==> src/rtl/instr_fetch_unit.sv <==
// ---------------------------------------------------------------------------
// instr_fetch_unit
//
// Holds the program counter and fetches one instruction word at a time over
// a req/ack instruction-memory port. The word is presented to decode as
// instr/opcode/funct until the datapath retires it. The next PC is then
// chosen from the controller's npc_sel/j_ctl/jr_ctl, the ALU zero flag and
// the rs value used by jr.
//
// Ports
//   clk          : single clock; all state updates on posedge
//   rst_n        : asynchronous, active-low reset
//   imem_req     : fetch request, held high until imem_ack (combinational)
//   imem_addr    : word-aligned fetch address (equals pc)
//   imem_ack     : read data valid this cycle
//   imem_rdata   : instruction word, sampled when imem_ack is high
//   instr        : current instruction word
//   opcode       : instr[31:26]
//   funct        : instr[5:0]
//   instr_valid  : instr is valid for decode/execute
//   instr_done   : datapath retires the current instruction this cycle
//   npc_sel      : non-sequential next PC
//   j_ctl        : j/jal
//   jr_ctl       : jr
//   zero         : ALU result is zero (beq taken)
//   jr_target    : GPR[rs] for jr
//   pc           : PC of the current instruction
//   pc_plus4     : pc + 4 (jal link value)
//   addr_err     : one-cycle pulse after a retired jr with misaligned target
//   retired_cnt  : number of retired instructions, wraps at 2^CNT_W
//
// State table
//   state   | meaning
//   --------+---------------------------------------------------------------
//   S_FETCH | request pending at pc; waiting (indefinitely) for imem_ack
//   S_EXEC  | instr valid; waiting for instr_done to retire and pick next pc
// ---------------------------------------------------------------------------
module instr_fetch_unit #(
    parameter logic [31:0] RESET_PC = 32'h0000_3000,
    parameter int          CNT_W    = 32
) (
    input  logic             clk,
    input  logic             rst_n,

    output logic             imem_req,
    output logic [31:0]      imem_addr,
    input  logic             imem_ack,
    input  logic [31:0]      imem_rdata,

    output logic [31:0]      instr,
    output logic [5:0]       opcode,
    output logic [5:0]       funct,
    output logic             instr_valid,

    input  logic             instr_done,
    input  logic             npc_sel,
    input  logic             j_ctl,
    input  logic             jr_ctl,
    input  logic             zero,
    input  logic [31:0]      jr_target,

    output logic [31:0]      pc,
    output logic [31:0]      pc_plus4,
    output logic             addr_err,
    output logic [CNT_W-1:0] retired_cnt
);

    typedef enum logic {
        S_FETCH = 1'b0,
        S_EXEC  = 1'b1
    } state_t;

    state_t             state;
    logic [31:0]        pc_q;
    logic [31:0]        instr_q;
    logic               instr_valid_q;
    logic               addr_err_q;
    logic [CNT_W-1:0]   retired_cnt_q;

    logic [31:0]        seq_pc;
    logic [31:0]        br_offset;
    logic [31:0]        br_target;
    logic [31:0]        j_target;
    logic [31:0]        jr_aligned;
    logic [31:0]        next_pc;
    logic               jr_misaligned;
    logic               retire;

    // -----------------------------------------------------------------------
    // Candidate next-PC values. All adds wrap modulo 2^32.
    // -----------------------------------------------------------------------
    assign seq_pc     = pc_q + 32'd4;
    // Sign-extended word offset: 14 copies of the sign bit, imm16, then <<2.
    assign br_offset  = {{14{instr_q[15]}}, instr_q[15:0], 2'b00};
    assign br_target  = seq_pc + br_offset;
    // Jump region comes from the delay-slot-free pc+4, not pc.
    assign j_target   = {seq_pc[31:28], instr_q[25:0], 2'b00};
    // jr always fetches from a word boundary; low bits are only reported.
    assign jr_aligned = {jr_target[31:2], 2'b00};

    always_comb begin
        next_pc = seq_pc;
        if (!npc_sel) begin
            next_pc = seq_pc;
        end else if (jr_ctl) begin
            next_pc = jr_aligned;
        end else if (j_ctl) begin
            next_pc = j_target;
        end else if (zero) begin
            next_pc = br_target;
        end else begin
            next_pc = seq_pc;
        end
    end

    // A misaligned jr only counts when jr actually wins the priority chain.
    assign jr_misaligned = npc_sel & jr_ctl & (|jr_target[1:0]);

    // instr_done outside EXEC is ignored.
    assign retire = (state == S_EXEC) && instr_done;

    // -----------------------------------------------------------------------
    // Fetch/execute sequencer
    // -----------------------------------------------------------------------
    always_ff @(posedge clk or negedge rst_n) begin
        if (!rst_n) begin
            state         <= S_FETCH;
            pc_q          <= RESET_PC;
            instr_q       <= 32'h0000_0000;
            instr_valid_q <= 1'b0;
            addr_err_q    <= 1'b0;
            retired_cnt_q <= '0;
        end else begin
            addr_err_q <= 1'b0;
            case (state)
                S_FETCH: begin
                    if (imem_ack) begin
                        instr_q       <= imem_rdata;
                        instr_valid_q <= 1'b1;
                        state         <= S_EXEC;
                    end
                end
                S_EXEC: begin
                    // Late acks in EXEC are deliberately dropped.
                    if (retire) begin
                        pc_q          <= next_pc;
                        instr_valid_q <= 1'b0;
                        retired_cnt_q <= retired_cnt_q + CNT_W'(1);
                        addr_err_q    <= jr_misaligned;
                        state         <= S_FETCH;
                    end
                end
                default: begin
                    state <= S_FETCH;
                end
            endcase
        end
    end

    // -----------------------------------------------------------------------
    // Outputs
    // -----------------------------------------------------------------------
    assign imem_req    = (state == S_FETCH);
    assign imem_addr   = pc_q;
    assign instr       = instr_q;
    assign opcode      = instr_q[31:26];
    assign funct       = instr_q[5:0];
    assign instr_valid = instr_valid_q;
    assign pc          = pc_q;
    assign pc_plus4    = seq_pc;
    assign addr_err    = addr_err_q;
    assign retired_cnt = retired_cnt_q;

endmodule
==> config.mk <==
export PLATFORM = sky130hd
export DESIGN_NAME = instr_fetch_unit
export DESIGN_NICKNAME = d
export VERILOG_FILES = /design/src/rtl/instr_fetch_unit.sv
export SDC_FILE = /design/constraint.sdc
export NUM_CORES = 1
export LEC_CHECK = 0
export ABC_AREA = 1
export CORE_AREA = 5 5 189 191
export DETAILED_ROUTE_END_ITERATION = 10
export DIE_AREA = 0 0 194 196
export PLACE_DENSITY_LB_ADDON = 0.2
export SETUP_SLACK_MARGIN = 0.02
export SLEW_MARGIN = 15
export SYNTH_ARGS = -nofsm -noshare
export SYNTH_HDL_FRONTEND = slang
export SYNTH_SLANG_ARGS = --single-unit
==> constraint.sdc <==
create_clock -name clk -period 4.34 [get_ports clk]
set_input_delay 0.868 -clock clk [delete_from_list [all_inputs] [get_ports clk]]
set_output_delay 0.868 -clock clk [all_outputs]
set_load 0.02 [all_outputs]
# == Word-level counts from Yosys, hierarchy flattened ==
# Cells that the tools add are included.
# W data, S select, Z words.
# word_totals
rom_bits,0
ff_bits,99
word_cells,31
latch_bits,0
mem_bits_rw,0
memories,0
# op_classes
n_eq_ne,2
mux,12
div,0
magnitude_cmp,0
n_reduce_logical,5
shifts,0
n_bitwise,3
mul,0
add_sub_neg,3
# ops
operator,n
$mux W32,4
$add A32 B1 Y32 const B,1
$add A32 B3 Y32 const B,1
$add A32 B32 Y32,1
$mux W1,6
$reduce_and A2 Y1,3
$ne A2 B1 Y1 const B,2
$pmux W1 S2,2
$and A1 B1 Y1,2
$reduce_or A2 Y1,1
$logic_and A1 B1 Y1,1
$not A1 Y1,1

# == Depth between registers and ports, before layout ==
# Gate-level depths: netlist (run 1).
# depth
ltp_word,6
depth_mapped,23

# == Least setup slack after synthesis (run 1) ==
# OpenSTA, ideal clock, no wires.
# synth_path
kind,reg-to-reg
from,"register pc_q[2], in the netlist imem_addr[2]"
to,"register pc_q[27], in the netlist imem_addr[27]"
required_ns,4.223
slack_ns,1.125
stages_incl_launch_ff,20
synth_period_minus_slack_ns,3.215
path_buffers,0
arrival_ns,3.098
cell_sequence,dfrtp_1 -> ha_1 -> nand3_1 -> inv_1 -> nand2_1 -> nor2_1 -> xor2_1 -> ha_1 -> nand2_1 -> inv_1 -> nand2_1 -> nand2_1 -> a21oi_1 -> nand2_1 -> a21oi_1 -> nand2_1 -> nand3_1 -> nand2_1 -> nand2_1 -> nand2_1
# synth_via
elab_chain_cells,6
# synth_rtl
item,line,rtl
"start, declared",74,logic [31:0] pc_q;
"start signal, assigned",146,pc_q <= next_pc;
$add A32 B3 Y32,92,assign seq_pc = pc_q + 32'd4;
net pc_plus4[18],63,"output logic [31:0] pc_plus4,"
$add A32 B32 Y32,95,assign br_target = seq_pc + br_offset;
$mux W32,109,end else if (zero) begin
$mux W32,107,end else if (j_ctl) begin
$mux W32,105,end else if (jr_ctl) begin
$mux W32,103,if (!npc_sel) begin
# The timed path passes the listed nets, and every way through them passes these cells.
# A chain may end at the register's enable or synchronous reset.

# == Worst setup path in the final report (run 1) ==
# layout_path
from,"register pc_q[2], in the netlist imem_addr[2]"
to,output port pc_plus4[18]
# layout_via
elab_chain_cells,1
# layout_rtl
item,line
$add A32 B3 Y32,92
"end, declared",63
# No other way between the ends.

==> results of run 1 <==
==> metrics by stage <==
stage          utilization, %  hold slack [ps]  total power (W)  instance area [um^2]
2_1_floorplan               -              560          0.00397                  8370
3_3_place_gp             32.2              460          0.00559                 10900
3_5_place_dp             32.2              467          0.00558                 10900
4_1_cts                  33.1              482          0.00650                 11300
5_1_grt                  33.2              496          0.00693                 11300
6_report                 33.2              469          0.00643                 11300
==> metal layers <==
layer	global-route usage, %	vias up	part of all wire (%)
met5	0	-	0.077
met4	3.83	4	1.6
met3	5.70	34	8.8
met2	28.1	344	44
met1	24.6	4025	46
li1	-	4297	-
==> cells in the mapped netlist (all sizes together) <==
| cell type | number | area share [%] |
|---|---|---|
| a31o | 2 | 0.21 |
| nand3 | 77 | 4.7 |
| o21ai | 43 | 2.6 |
| nor4 | 3 | 0.22 |
| a41oi | 2 | 0.21 |
| o21a | 1 | 0.090 |
| o221ai | 2 | 0.21 |
| buf | 59 | 5.0 |
| nand4 | 17 | 1.3 |
| nor3b | 1 | 0.090 |
| nand3b | 3 | 0.27 |
| nor2 | 152 | 7.5 |
| mux2 | 29 | 3.9 |
| conb | 1 | 0.045 |
| a31oi | 4 | 0.30 |
| a22oi | 1 | 0.090 |
| o211ai | 9 | 0.81 |
| dfstp | 2 | 0.63 |
| a21o | 2 | 0.18 |
| a21oi | 87 | 5.3 |
| or2 | 5 | 0.37 |
| clkinv | 1 | 0.045 |
| nand2 | 326 | 15 |
| dfrtp | 95 | 28 |
| clkbuf | 15 | 0.67 |
| ha | 37 | 5.5 |
| and3 | 1 | 0.075 |
| inv | 166 | 7.5 |
| and2 | 3 | 0.22 |
| xnor2 | 19 | 2.1 |
| xor2 | 33 | 3.5 |
| fa | 1 | 0.24 |
| o21bai | 11 | 0.99 |
| nor3 | 25 | 1.7 |
==> worst max-delay path, cell delays in order (launching register included) <==
cell and delay [ps]:
sky130_fd_sc_hd__dfrtp_1 540, sky130_fd_sc_hd__ha_1 380, sky130_fd_sc_hd__nand3_1 210, sky130_fd_sc_hd__inv_1 110, sky130_fd_sc_hd__nand2_1 110, sky130_fd_sc_hd__nor2_1 140, sky130_fd_sc_hd__xor2_1 400, sky130_fd_sc_hd__clkdlybuf4s50_1 790
==> flip-flops by register name, summed over array words and instances (netlist names) <==
register	count
instr_valid	1
state	1
imem_addr	30
addr_err	1
instr	32
retired_cnt	32
==> cells in the final DEF, fill, tap and decap left out, types with 17 or more instances in the layout <==
cell type,n
sky130_fd_sc_hd__a21oi_1,85
sky130_fd_sc_hd__xor2_1,33
sky130_fd_sc_hd__dfrtp_1,95
sky130_fd_sc_hd__o21ai_0,41
sky130_fd_sc_hd__xnor2_1,18
sky130_fd_sc_hd__nor3_1,22
sky130_fd_sc_hd__nand4_1,17
sky130_fd_sc_hd__clkdlybuf4s50_1,239
sky130_fd_sc_hd__nand2_1,313
sky130_fd_sc_hd__inv_1,163
sky130_fd_sc_hd__mux2_2,29
sky130_fd_sc_hd__nand3_1,75
sky130_fd_sc_hd__nor2_1,139
sky130_fd_sc_hd__ha_1,37
==> report_power, final <==
group | total, W | switching [W] | internal, W
combinational | 0.00411 | 0.00250 | 0.00161
sequential | 0.00145 | 0.000361 | 0.00109
clock | 0.000864 | 0.000449 | 0.000414
==> worst max-delay path by stage <==
| stage | start | to | cells past startpoint |
|---|---|---|---|
| 3_5_place_dp | imem_addr[2] | imem_addr[23] | 16 |
| 4_1_cts | imem_addr[2] | pc_plus4[18] | 7 |
| 3_3_place_gp | imem_addr[2] | imem_addr[23] | 18 |
| 6_report | imem_addr[2] | pc_plus4[18] | 7 |
| 5_1_grt | imem_addr[2] | pc_plus4[18] | 7 |
| 2_1_floorplan | imem_addr[2] | imem_addr[27] | 19 |
==> cell type report <==
type | count | area (um^2)
Clock buffer | 9 | 225
Clock inverter | 7 | 83.8
Fill cell | 3695 | 22700
Inverter | 167 | 627
Multi-Input combinational cell | 902 | 4840
Sequential cell | 97 | 2430
Tap cell | 455 | 569
Timing Repair Buffer | 250 | 2480
==> cells by family (layout without fill, tap and decap cells) <==
family / count (synthesis) / after routing / synth area share [%]
and+or+nand+nor: 613 / 613 / 31.5
buffers and inverters: 241 / 433 / 13.2
AOI/OAI and AO/OA: 164 / 164 / 11.0
DFF: 97 / 97 / 29.1
xor gates and xnor gates: 52 / 52 / 5.54
adders and majority gates: 38 / 38 / 5.78
muxes: 29 / 29 / 3.91
other: 1 / 6 / 0.0449
==> flow_summary.ini, run 1 <==
[sta]
final-max-slew-violation-count = 0
achievable-frequency_mhz = 254
timing.final.ws_setup_ps = 409
finalHoldViolations = 0
finalSetupTns_ps = 0
setup_viol = 0
period_needed_ps = 3930
rsz0062_at_grt = no
final.period_utilization_pct = 90.6
relSlewSlack_pct = 34.1
tightest_slew_ps = 985
worst_clock_skew_ps = 16.6

[drt]
drc = 0
drt_first_iter_violations = 688
via_per_inst = 4.61
detail_route.wirelength_um = 35100
wl_per_cell_um = 18.6
num_vias = 8704
pre_repair_dr_iteration_count = 5
antenna_left = 0

[floorplan]
floorplan.initialDensity_pct = 24.6
design.portCount = 247
chipWidth_um = 194
placementRows = 68
dieArea_um2 = 38000
core_area_um2 = 33900
die_h_um = 196

[job]
drv.max_cap_violation_count = 0

[clock_tree]
clock_insertion_delay_worst_skew_ps = 380
clock_tree.htree_level_count = 3
post_cts.resized_instances = 0
tritoncts = yes
clk_pin_slew_ps = 90
post_cts.repair.setup_buffers = 0
clock_sinks = 97
cts_inserted_buffers = 9
clk_tree_root_cell = sky130_fd_sc_hd__clkbuf_16
cts-hold-fix-buffers = 0
deepest_clock_path_buffer_count = 2

[synthesis]
ys.warnings.count = 0
synth_sequential_area_ratio_pct = 29.1
synth.cell_area_um2 = 8350
synthesis.area_per_instance_um2 = 6.76
postSynthRegisterBits = 97
yosys.cell_types.count = 47
netlist_instances = 1235

[placement]
place.port_buffers = 240
hpwlAfterDp_um = 28200
placed_cell_count = 1871
worst_setup_slack_post_dpl_ps = 607
routabilityCongestion = 0.910

[final_layout]
num_antenna_cells = 0
layout.cells.non_filler = 1887
drive_above_1_share_pct = 7.05
final_net_count = 1537
area_growth_syn_to_layout_pct = 34.8

[global_routing]
grt_pass1_wl_um = 52800
number_of_global_route_vias_before_repair = 8598
groute.usage.overall_pct = 18.0
grt.overflow.total = 0
antenna_found_initial = 2
maximum_number_of_pins_on_one_net_before_global_route_repair = 74

[setup_path]
worst_r2r_startpoint = imem_addr[2]
critical_path_source_type = flip-flop
path_class = flip-flop to output port
worst-path-max-fanout = 8
r2r_setup_slack_ps = 600
regToRegEndpoint = imem_addr[23]
worstPathRequired_ps = 3470
worstPathArrival_ps = 3060
ff2ff_path_depth = 16
worst_setup_path_end_kind = output port

[power]
max-vdd-ir-drop_mv = 0.349
cellPowerDensity_nw_per_um2 = 571
leakage_nw = 5.27

[worst_hold_path]
min-delay-path-class = primary input to asynchronous set/reset pin

[status]
run_status = complete, no violations
Power figures use the tool's default switching activity.
==> run 2: changes to the inputs <==
--- a/config.mk
+++ b/config.mk
@@ -9,6 +9,7 @@
 export CORE_AREA = 5 5 189 191
 export DETAILED_ROUTE_END_ITERATION = 10
 export DIE_AREA = 0 0 194 196
+export GPL_TIMING_DRIVEN = 0
 export PLACE_DENSITY_LB_ADDON = 0.2
 export SETUP_SLACK_MARGIN = 0.02
 export SLEW_MARGIN = 15
==> constraint.sdc (replaced) <==
create_clock -name clk -period 4.34 [get_ports clk]
set_input_delay 1.085 -clock clk [delete_from_list [all_inputs] [get_ports clk]]
set_output_delay 1.085 -clock clk [all_outputs]
set_load 0.02 [all_outputs]
==> run 2 against run 1 <==
Net effect:
- worst hold slack barely moved
- global-route usage about the same
- clock skew down 1.1 ps
- first-iteration DRC count fell by 16%
- combinational power is 4% higher
- sequential cell count is the same
- sequential share of layout area decreased by 0.72 points
- sequential power is essentially flat
- highest routed layer unchanged
- final cell count up 3.3%
- die area stayed put
==> flow_summary.ini, run 2 (synthesis results as in run 1) <==
[status]
run_status = complete, no violations

[worst_hold_path]
min-delay-path-class = flip-flop to flip-flop

[setup_path]
worstSetupEndpoint = pc_plus4[18]
worstPathArrival_ps = 3000
regToRegEndpoint = imem_addr[23]
ff2ff_path_depth = 16
worst_setup_path_end_kind = output port
worst_r2r_startpoint = imem_addr[2]
worstPathRequired_ps = 3250
critical_path.startpoint = imem_addr[2]
r2r_setup_slack_ps = 460
critical_path_source_type = flip-flop
worst-path-max-fanout = 8
path_class = flip-flop to output port

[sta]
relSlewSlack_pct = 37.5
fin_worst_hold_slack_ps = 468
setup_viol = 0
worst_clock_skew_ps = 15.5
final.period_utilization_pct = 94.2
period_needed_ps = 4090
final-max-slew-violation-count = 0
rsz0062_at_grt = no
timing.final.ws_setup_ps = 250
finalHoldViolations = 0
tightest_slew_ps = 938
finalSetupTns_ps = 0
achievable-frequency_mhz = 245

[placement]
place_area_um2 = 11300
place.port_buffers = 237
worst_setup_slack_post_dpl_ps = 374
routabilityCongestion = 0.929
placed_cell_count = 1933
hpwlAfterDp_um = 29300

[final_layout]
num_antenna_cells = 0
drive_above_1_share_pct = 10.1
layout.cells.non_filler = 1949
final_std_cell_area_no_fill_um2 = 11600
final_cell_mix = sky130_fd_sc_hd__nand2_1 (314), sky130_fd_sc_hd__clkdlybuf4s50_1 (236), sky130_fd_sc_hd__inv_1 (163)
regArea_um2 = 2430
fillerInstances = 3699
final_net_count = 1599
final_common_cell = sky130_fd_sc_hd__nand2_1
multi_input_area_um2 = 4850
area_growth_syn_to_layout_pct = 39.5

[clock_tree]
clock_insertion_delay_worst_skew_ps = 380
clock_sinks = 97
clock_tree.htree_level_count = 3
tritoncts = yes
deepest_clock_path_buffer_count = 2
clk_tree_root_cell = sky130_fd_sc_hd__clkbuf_16
cts-hold-fix-buffers = 0
clk_pin_slew_ps = 80
cts_inserted_buffers = 9

[global_routing]
groute.usage.overall_pct = 18.0
maximum_number_of_pins_on_one_net_before_global_route_repair = 68
grt_pass1_wl_um = 52800
antenna_found_initial = 1
grt.overflow.total = 0
number_of_global_route_vias_before_repair = 8801

[drt]
detail_route.wirelength_um = 35300
antenna_left = 0
via_per_inst = 4.59
pre_repair_dr_iteration_count = 8
drc = 0
wl_per_cell_um = 18.1
drt_first_iter_violations = 578
num_vias = 8954

[power]
share_of_total_power_consumed_by_net_switching_pct = 50.5
cell_internal_pwr_w = 0.00326
combPwrFrac_pct = 64.6
leakage_nw = 5.51
p_clk_share_pct = 13.1
p_switching_w = 0.00332
cellPowerDensity_nw_per_um2 = 565
max-vdd-ir-drop_mv = 0.300
share_seq_of_total_power_pct = 22.2

[floorplan]
placementRows = 68
core_area_um2 = 33900
dieArea_um2 = 38000
chipWidth_um = 194
die_h_um = 196
floorplan.initialDensity_pct = 24.6
design.portCount = 247

[job]
drv.max_cap_violation_count = 0
[run 2: cell count changes in the layout (fill, tap and decap cells not counted), sizes merged]
cell and change:
clkdlybuf4s50 -3, buf +50, clkbuf +15, inv +3, clkinvlp +1, clkinv -4
[run 2: critical path, stage by stage (launching register included)]
cell and delay, ps:
sky130_fd_sc_hd__dfrtp_2 490, sky130_fd_sc_hd__ha_1 350, sky130_fd_sc_hd__nand3_1 230, sky130_fd_sc_hd__inv_1 130, sky130_fd_sc_hd__nand2_1 150, sky130_fd_sc_hd__nor2_1 200
sky130_fd_sc_hd__xor2_2 390, sky130_fd_sc_hd__clkdlybuf4s50_1 690
[run 2: metal layers]
metal / vias to the layer above / global-route usage, % / wire, um
li1: 4413 / - / -
met1: 4171 / 24.9 / 16500
met2: 342 / 27.9 / 15200
met3: 26 / 5.60 / 3090
met4: 2 / 3.57 / 444
met5: - / 0 / 11
[run 2: how the worst min path moves through the flow]
stage / endpoint / cells past startpoint / startpoint / slack (ps)
4_1_cts: retired_cnt[31] / 1 / retired_cnt[31] / 480
3_5_place_dp: retired_cnt[31] / 1 / retired_cnt[31] / 460
5_1_grt: retired_cnt[31] / 1 / retired_cnt[31] / 490
6_report: retired_cnt[31] / 1 / retired_cnt[31] / 470
3_3_place_gp: retired_cnt[31] / 1 / retired_cnt[31] / 460
2_1_floorplan: imem_addr[12] / 2 / imem_addr[12] / 560
[run 2: final cells by class]
| cell class | count | share of cell area [%] |
|---|---|---|
| clock inverter | 7 | 0.644 |
| multi-input combinational | 902 | 41.6 |
| timing repair buffer | 238 | 20.6 |
| clock buffer | 9 | 1.93 |
| sequential | 97 | 20.9 |
| buffer | 74 | 4.06 |
| tap | 455 | 4.89 |
| inverter | 167 | 5.38 |
[run 2: timing repair]
action / in CTS / in global routing
setup buffers: 0 / 0
resized for setup: 1 / 1
cloned: 0 / 0
endpoints found under the setup margin: 1 / 1
[run 2: metrics by stage]
stage                     utilization, %  total power (W)
after global placement              33.3          0.00571
after floorplan                        -          0.00397
after CTS                           34.3          0.00663
after global routing                34.3          0.00709
final                               34.3          0.00658
after detailed placement            33.4          0.00572
[run 2: power by group through the flow]
stage               Combinational [W]  Sequential (W)  Clock (W)
floorplan                     0.00240         0.00157          0
global placement              0.00422         0.00149          0
detailed placement            0.00423         0.00149          0
CTS                           0.00426         0.00147   0.000893
global route                  0.00467         0.00151   0.000917
finish                        0.00426         0.00146   0.000864
